**src/rtl/ifu_fetch_if.sv**
```systemverilog
// ifu_fetch_if: groups the instruction-memory request/response channel, the
// decode handshake and the downstream redirect/halt controls of ifu_fetch.
// When IFU_ALIGN_CHK_EN is defined the bundle also carries misalign_fault.
interface ifu_fetch_if #(
    parameter int XLEN = 64
);
    logic            imem_req_valid;
    logic            imem_req_ready;
    logic [XLEN-1:0] imem_addr;
    logic            imem_rsp_valid;
    logic [31:0]     imem_rsp_data;
    logic            out_valid;
    logic            out_ready;
    logic [31:0]     out_inst;
    logic [XLEN-1:0] out_pc;
    logic            redirect_valid;
    logic [XLEN-1:0] redirect_pc;
    logic            halt_req;
    logic            halted;
    logic [63:0]     inst_cnt;
`ifdef IFU_ALIGN_CHK_EN
    logic            misalign_fault;
`endif

    // Fetch unit side
    modport master (
        output imem_req_valid,
        output imem_addr,
        input  imem_req_ready,
        input  imem_rsp_valid,
        input  imem_rsp_data,
        output out_valid,
        output out_inst,
        output out_pc,
        input  out_ready,
        input  redirect_valid,
        input  redirect_pc,
        input  halt_req,
        output halted,
        output inst_cnt
`ifdef IFU_ALIGN_CHK_EN
        ,
        output misalign_fault
`endif
    );

    // Memory / decode side
    modport slave (
        input  imem_req_valid,
        input  imem_addr,
        output imem_req_ready,
        output imem_rsp_valid,
        output imem_rsp_data,
        input  out_valid,
        input  out_inst,
        input  out_pc,
        output out_ready,
        output redirect_valid,
        output redirect_pc,
        output halt_req,
        input  halted,
        input  inst_cnt
`ifdef IFU_ALIGN_CHK_EN
        ,
        input  misalign_fault
`endif
    );
endinterface

```
**src/rtl/ifu_fetch.sv**
```systemverilog
// ifu_fetch: instruction fetch stage feeding the decoder. Holds the PC,
// fetches one 32-bit word at a time (request -> wait -> present to decode)
// and takes redirect/halt from decode at the decode handshake.
// Optional macro IFU_ALIGN_CHK_EN: halts with a sticky misalign_fault instead
// of fetching from a PC whose low two bits are non-zero.
module ifu_fetch #(
    parameter int              XLEN     = 64,
    parameter logic [XLEN-1:0] RESET_PC = 64'h8000_0000
) (
    input  logic        clk,
    input  logic        rst_n,
    ifu_fetch_if.master bus
);

    typedef enum logic [2:0] {
        S_IDLE,
        S_REQ,
        S_WAIT,
        S_OUT,
        S_HALT
    } state_t;

    state_t          r_state;
    logic [XLEN-1:0] r_pc;
    logic [31:0]     r_inst;
    logic [63:0]     r_inst_cnt;

    state_t          w_state_nxt;
    logic [XLEN-1:0] w_pc_nxt;
    logic [31:0]     w_inst_nxt;
    logic [63:0]     w_cnt_nxt;
    logic            w_enter_req;
    logic            w_fire;

`ifdef IFU_ALIGN_CHK_EN
    logic            r_fault;
    logic            w_fault_nxt;
`endif

    assign w_fire = (r_state == S_OUT) && bus.out_ready;

    // Next-state and datapath update; every path into S_REQ goes through w_enter_req
    always_comb begin
        w_state_nxt = r_state;
        w_pc_nxt    = r_pc;
        w_inst_nxt  = r_inst;
        w_cnt_nxt   = r_inst_cnt;
        w_enter_req = 1'b0;
`ifdef IFU_ALIGN_CHK_EN
        w_fault_nxt = r_fault;
`endif
        case (r_state)
            S_IDLE: begin
                w_enter_req = 1'b1;
            end
            S_REQ: begin
                if (bus.imem_req_ready) begin
                    w_state_nxt = S_WAIT;
                end
            end
            S_WAIT: begin
                if (bus.imem_rsp_valid) begin
                    w_inst_nxt  = bus.imem_rsp_data;
                    w_state_nxt = S_OUT;
                end
            end
            S_OUT: begin
                if (w_fire) begin
                    w_cnt_nxt = r_inst_cnt + 64'd1;
                    if (bus.halt_req) begin
                        w_state_nxt = S_HALT;
                    end else begin
                        w_pc_nxt    = bus.redirect_valid ? bus.redirect_pc : (r_pc + XLEN'(4));
                        w_enter_req = 1'b1;
                    end
                end
            end
            S_HALT: begin
                w_state_nxt = S_HALT;
            end
            default: begin
                w_state_nxt = S_IDLE;
            end
        endcase
        if (w_enter_req) begin
`ifdef IFU_ALIGN_CHK_EN
            if (w_pc_nxt[1:0] != 2'b00) begin
                w_state_nxt = S_HALT;
                w_fault_nxt = 1'b1;
            end else begin
                w_state_nxt = S_REQ;
            end
`else
            w_state_nxt = S_REQ;
`endif
        end
    end

    // State and datapath registers with synchronous active-low reset
    always_ff @(posedge clk) begin
        if (!rst_n) begin
            r_state    <= S_IDLE;
            r_pc       <= RESET_PC;
            r_inst     <= 32'd0;
            r_inst_cnt <= 64'd0;
`ifdef IFU_ALIGN_CHK_EN
            r_fault    <= 1'b0;
`endif
        end else begin
            r_state    <= w_state_nxt;
            r_pc       <= w_pc_nxt;
            r_inst     <= w_inst_nxt;
            r_inst_cnt <= w_cnt_nxt;
`ifdef IFU_ALIGN_CHK_EN
            r_fault    <= w_fault_nxt;
`endif
        end
    end

    assign bus.imem_req_valid = (r_state == S_REQ);
    assign bus.imem_addr      = r_pc;
    assign bus.out_valid      = (r_state == S_OUT);
    assign bus.out_inst       = r_inst;
    assign bus.out_pc         = r_pc;
    assign bus.halted         = (r_state == S_HALT);
    assign bus.inst_cnt       = r_inst_cnt;
`ifdef IFU_ALIGN_CHK_EN
    assign bus.misalign_fault = r_fault;
`endif

endmodule

```
**src/flat_wrapper.sv**
```systemverilog
// flat-port wrapper written by rule: the top's interface ports become plain ports
module ifu_fetch_flat 
#(
    parameter int              XLEN     = 64,
    parameter logic [XLEN-1:0] RESET_PC = 64'h8000_0000
)
  (clk, rst_n, bus_imem_req_valid, bus_imem_addr, bus_imem_req_ready, bus_imem_rsp_valid, bus_imem_rsp_data, bus_out_valid, bus_out_inst, bus_out_pc, bus_out_ready, bus_redirect_valid, bus_redirect_pc, bus_halt_req, bus_halted, bus_inst_cnt);
  ifu_fetch_if #(.XLEN(XLEN)) bus_i ();
  input  logic clk;
  input  logic rst_n;
  output wire logic [$bits(bus_i.imem_req_valid)-1:0] bus_imem_req_valid;
  output wire logic [$bits(bus_i.imem_addr)-1:0] bus_imem_addr;
  input wire logic [$bits(bus_i.imem_req_ready)-1:0] bus_imem_req_ready;
  input wire logic [$bits(bus_i.imem_rsp_valid)-1:0] bus_imem_rsp_valid;
  input wire logic [$bits(bus_i.imem_rsp_data)-1:0] bus_imem_rsp_data;
  output wire logic [$bits(bus_i.out_valid)-1:0] bus_out_valid;
  output wire logic [$bits(bus_i.out_inst)-1:0] bus_out_inst;
  output wire logic [$bits(bus_i.out_pc)-1:0] bus_out_pc;
  input wire logic [$bits(bus_i.out_ready)-1:0] bus_out_ready;
  input wire logic [$bits(bus_i.redirect_valid)-1:0] bus_redirect_valid;
  input wire logic [$bits(bus_i.redirect_pc)-1:0] bus_redirect_pc;
  input wire logic [$bits(bus_i.halt_req)-1:0] bus_halt_req;
  output wire logic [$bits(bus_i.halted)-1:0] bus_halted;
  output wire logic [$bits(bus_i.inst_cnt)-1:0] bus_inst_cnt;
  assign bus_imem_req_valid = bus_i.imem_req_valid;
  assign bus_imem_addr = bus_i.imem_addr;
  assign bus_i.imem_req_ready = bus_imem_req_ready;
  assign bus_i.imem_rsp_valid = bus_imem_rsp_valid;
  assign bus_i.imem_rsp_data = bus_imem_rsp_data;
  assign bus_out_valid = bus_i.out_valid;
  assign bus_out_inst = bus_i.out_inst;
  assign bus_out_pc = bus_i.out_pc;
  assign bus_i.out_ready = bus_out_ready;
  assign bus_i.redirect_valid = bus_redirect_valid;
  assign bus_i.redirect_pc = bus_redirect_pc;
  assign bus_i.halt_req = bus_halt_req;
  assign bus_halted = bus_i.halted;
  assign bus_inst_cnt = bus_i.inst_cnt;
  ifu_fetch #(.XLEN(XLEN), .RESET_PC(RESET_PC)) u_core (.clk(clk), .rst_n(rst_n), .bus(bus_i));
endmodule
```
**config.mk**
```make
export PLATFORM = sky130hd
export DESIGN_NAME = ifu_fetch_flat
export DESIGN_NICKNAME = d
export VERILOG_FILES = /design/src/rtl/ifu_fetch_if.sv /design/src/rtl/ifu_fetch.sv /design/src/flat_wrapper.sv
export SDC_FILE = /design/constraint.sdc
export NUM_CORES = 1
export LEC_CHECK = 0
export ABC_AREA = 1
export CAP_MARGIN = 15
export CORE_UTILIZATION = 25
export DETAILED_ROUTE_END_ITERATION = 10
export DONT_BUFFER_PORTS = 1
export GPL_ROUTABILITY_DRIVEN = 0
export PLACE_DENSITY_LB_ADDON = 0.15
export SYNTH_ARGS = -nofsm -noshare
export SYNTH_HDL_FRONTEND = slang
export SYNTH_SLANG_ARGS = --single-unit
```
**constraint.sdc**
```tcl
create_clock -name clk -period 2.7 [get_ports clk]
set_input_delay 0.27 -clock clk [delete_from_list [all_inputs] [get_ports clk]]
set_output_delay 0.27 -clock clk [all_outputs]
set_load 0.05 [all_outputs]
```
==> results.txt, run 1 <==
outcome: complete, no violations
Worst Max-Slew Pin Slew: 0.702 ns
count leader, synth: nand2_1
routed vias/inst: 4.70
prevailing post-synth register cell: dfxtp_1
Sink Count: 163
CTS H-tree lvls: 4
DR WL/cell: 18.8 um
CP Data Arrival Time: 2.94 ns
post-route antenna net violation count: 0
Min Clock Period, post-route: 2.51 ns
#FFs+latches synth: 163
ys async rst share: 0%
Reg power frac: 45.8%
Comb power frac: 7.2%
syn avg cell area: 5.92 um^2
drt pass-1 iters: 5
largest net degree at the start of global routing: 50
final cell count without fillers: 2610
Post-CTS Setup Inserts: 0
# IOs: 330
max_cap viols: 0
Syn Inst Count: 1858
Synth area leader: dfxtp_1
Synth top area share: 29.7%
Worst-Skew Late Latency: 0.49 ns
die area: 44800 um^2
Leak: 4.95 nW
worst-case hold slack: 0.0332 ns
vias post-DR: 12300
DP HPWL: 37.9 mm
first-pass GRT wire length: 73.3 mm
Register Area: 3260 um^2
Core Box Area: 43300 um^2
Crit Path Max Fanout: 6
ratio of final minimum period to clock period: 92.8%
max_slew headroom: 53.2%
die width: 212 um
Post-Syn Area: 11000 um^2
Power Density: 392 nW/um^2
clk_skew: 0.0121 ns
Setup TNS: 0 ns
I/O Buffers: 0
Root Driver: clkbuf_16
Max Slew Vio Count: 0
Rows: 76
DRC: 0
register clock-pin slew on the reported worst setup and hold paths: 0.08 ns
yosys warns: 0
Routed WL: 48.9 mm
Critical Path Sink Type: register
Area growth, synth to finish: 25.1%
detailed router's first-iteration violation count: 633
P_sw: 0.00144 W
setup violators final: 0
EDFF count, synth: 0
Post-synth top cells: nand2_1, nor2_1, dfxtp_1, inv_1
switching share of power: 26.8%
initial antenna violation count: 3
CP Class: reg2reg
startpoint class of the critical path: register
synth top area cells: dfxtp_1, nand2_1, nor2_1, a21oi_1, nand3_1
dpl cells: 2478
layout cell share with drive strength beyond 1: 12.0%
Longest Clk Path Bufs: 2
Internal: 0.00395 W
Fill cells: 4889
GRT Util Overall: 22.1%
worst vdd ir: 395 uV
post-synth net total: 1963
total grt overflow: 0
Worst Hold Class: in2reg
Multi-input gate area: 6420 um^2
Fmax achieved: 399 MHz
vias in the first global route: 12100
cts bufs inserted: 17
clock share of power: 47.0%
CTS tree: done
Die Y: 212 um
Final Hold Fails: 0
Seq/Total Area, Yosys: 29.7%
Unique masters post-synth: 44
setup repair after global routing missed its margin: no
Starting Density: 25.4%
Crit path required time: 3.13 ns
nets: 2115
==> critical path, stage by stage, from the launching register on <==
cell and delay [ns]:
dfxtp_1 0.42, ha_1 0.25, inv_1 0.11, nor2_1 0.14, nand2_1 0.18, nor2_4 0.19, nand2_2 0.13, inv_2 0.17
nand3_1 0.11, nand3_1 0.11, nand2_1 0.05, dlygate4sd3_1 0.55, inv_1 0.05
==> final timing paths <==
check | from | slack, ns | cells past startpoint | endpoint
worst max-delay path | u_core.bus.imem_addr[3] | 0.19 | 12 | u_core.bus.imem_addr[18]
worst max register to register | u_core.bus.imem_addr[3] | 0.19 | 12 | u_core.bus.imem_addr[18]
worst min-delay path | bus_redirect_pc[16] | 0.03 | 2 | u_core.bus.imem_addr[16]
worst min register to register | u_core.bus.inst_cnt[52] | 0.49 | 2 | u_core.bus.inst_cnt[52]
==> kinds of logic after synthesis <==
| group | count (synthesis) | share of synthesized area [%] |
|---|---|---|
| buffers and inverters | 277 | 12.0 |
| flip-flops | 163 | 29.7 |
| XOR/XNOR | 30 | 2.39 |
| AND/OR/NAND/NOR | 1170 | 45.4 |
| adder cells (fa/ha/maj) | 2 | 0.228 |
| AO/OA/AOI/OAI | 216 | 10.3 |
==> through the flow <==
stage / util (%) / cell area, um^2 / worst slack, ns / total power [W]
global route: 31.8 / 13800 / 0.0205 / 0.00558
CTS: 31.8 / 13700 / 0.131 / 0.00547
finish: 31.8 / 13800 / 0.194 / 0.00539
detailed placement: 28.2 / 12200 / 0.561 / 0.00280
global placement: 28.2 / 12200 / 0.572 / 0.00280
floorplan: - / 11000 / 0.463 / 0.00274
==> metal layers <==
layer	wire length [um]	track usage [%]	share of wire, %	up-vias
li1	-	-	-	6153
met1	20800	26.0	42	5676
met2	23600	37.9	48	369
met3	3130	6.08	6.4	63
met4	1390	8.20	2.8	0
met5	0	0	0	-
==> sequential cells by signal, summed over array words and instances (netlist names) <==
signal	flops
u_core.bus.imem_addr	64
u_core.bus.inst_cnt	64
u_core.bus.out_inst	32
u_core.r_state	3
==> repair_timing <==
item | in CTS | in global routing
endpoints found under the setup margin | 0 | 1
hold buffers | 98 | 0
resized for setup | 0 | 1
endpoints found under the hold margin | 99 | 0
==> power by group through the flow <==
| stage | logic [W] | registers, W | clock network [W] |
|---|---|---|---|
| 4_1_cts | 0.000391 | 0.00247 | 0.00262 |
| 5_1_grt | 0.000419 | 0.00247 | 0.00269 |
| 2_1_floorplan | 0.000199 | 0.00254 | 0 |
| 6_report | 0.000386 | 0.00247 | 0.00253 |
| 3_3_place_gp | 0.000277 | 0.00252 | 0 |
| 3_5_place_dp | 0.000281 | 0.00252 | 0 |
==> area by class of cell <==
type | count | share of cell area (%)
multi-input combinational | 1418 | 46.6
sequential | 163 | 23.7
timing repair buffer | 254 | 15.9
tap | 585 | 5.32
inverter | 156 | 4.27
clock buffer | 23 | 3.33
clock inverter | 9 | 0.773
antenna | 2 | 0.0364
==> cells in the final DEF, fill, tap and decap left out, drive strengths merged <==
| master | instances |
|---|---|
| nand2 | 614 |
| nor2 | 325 |
| dfxtp | 163 |
| buf | 157 |
| inv | 155 |
| nand3 | 137 |
| a21oi | 133 |
| dlygate4sd3 | 97 |
| o21ai | 60 |
| nor3 | 38 |
| nand4 | 23 |
| clkbuf | 23 |
| xnor2 | 16 |
| xor2 | 14 |
| nand3b | 13 |
| and2 | 9 |
| o211ai | 8 |
| a31oi | 7 |
| or2 | 5 |
| clkinv | 5 |
| nor3b | 4 |
| clkinvlp | 3 |
| diode | 2 |
| o21bai | 2 |
| a211oi | 2 |
| ha | 2 |
| bufinv | 2 |
| nor2b | 1 |
| a21o | 1 |
| nor4 | 1 |
| a22oi | 1 |
| o21a | 1 |
| a41oi | 1 |
(Power assumes the default switching activity.)
==> run 2, diff against run 1 <==
- CTS_CLUSTER_DIAMETER: default -> 50
==> results of run 2 <==
Same layout as run 1: the final DEF is identical, and so are final timing and power.
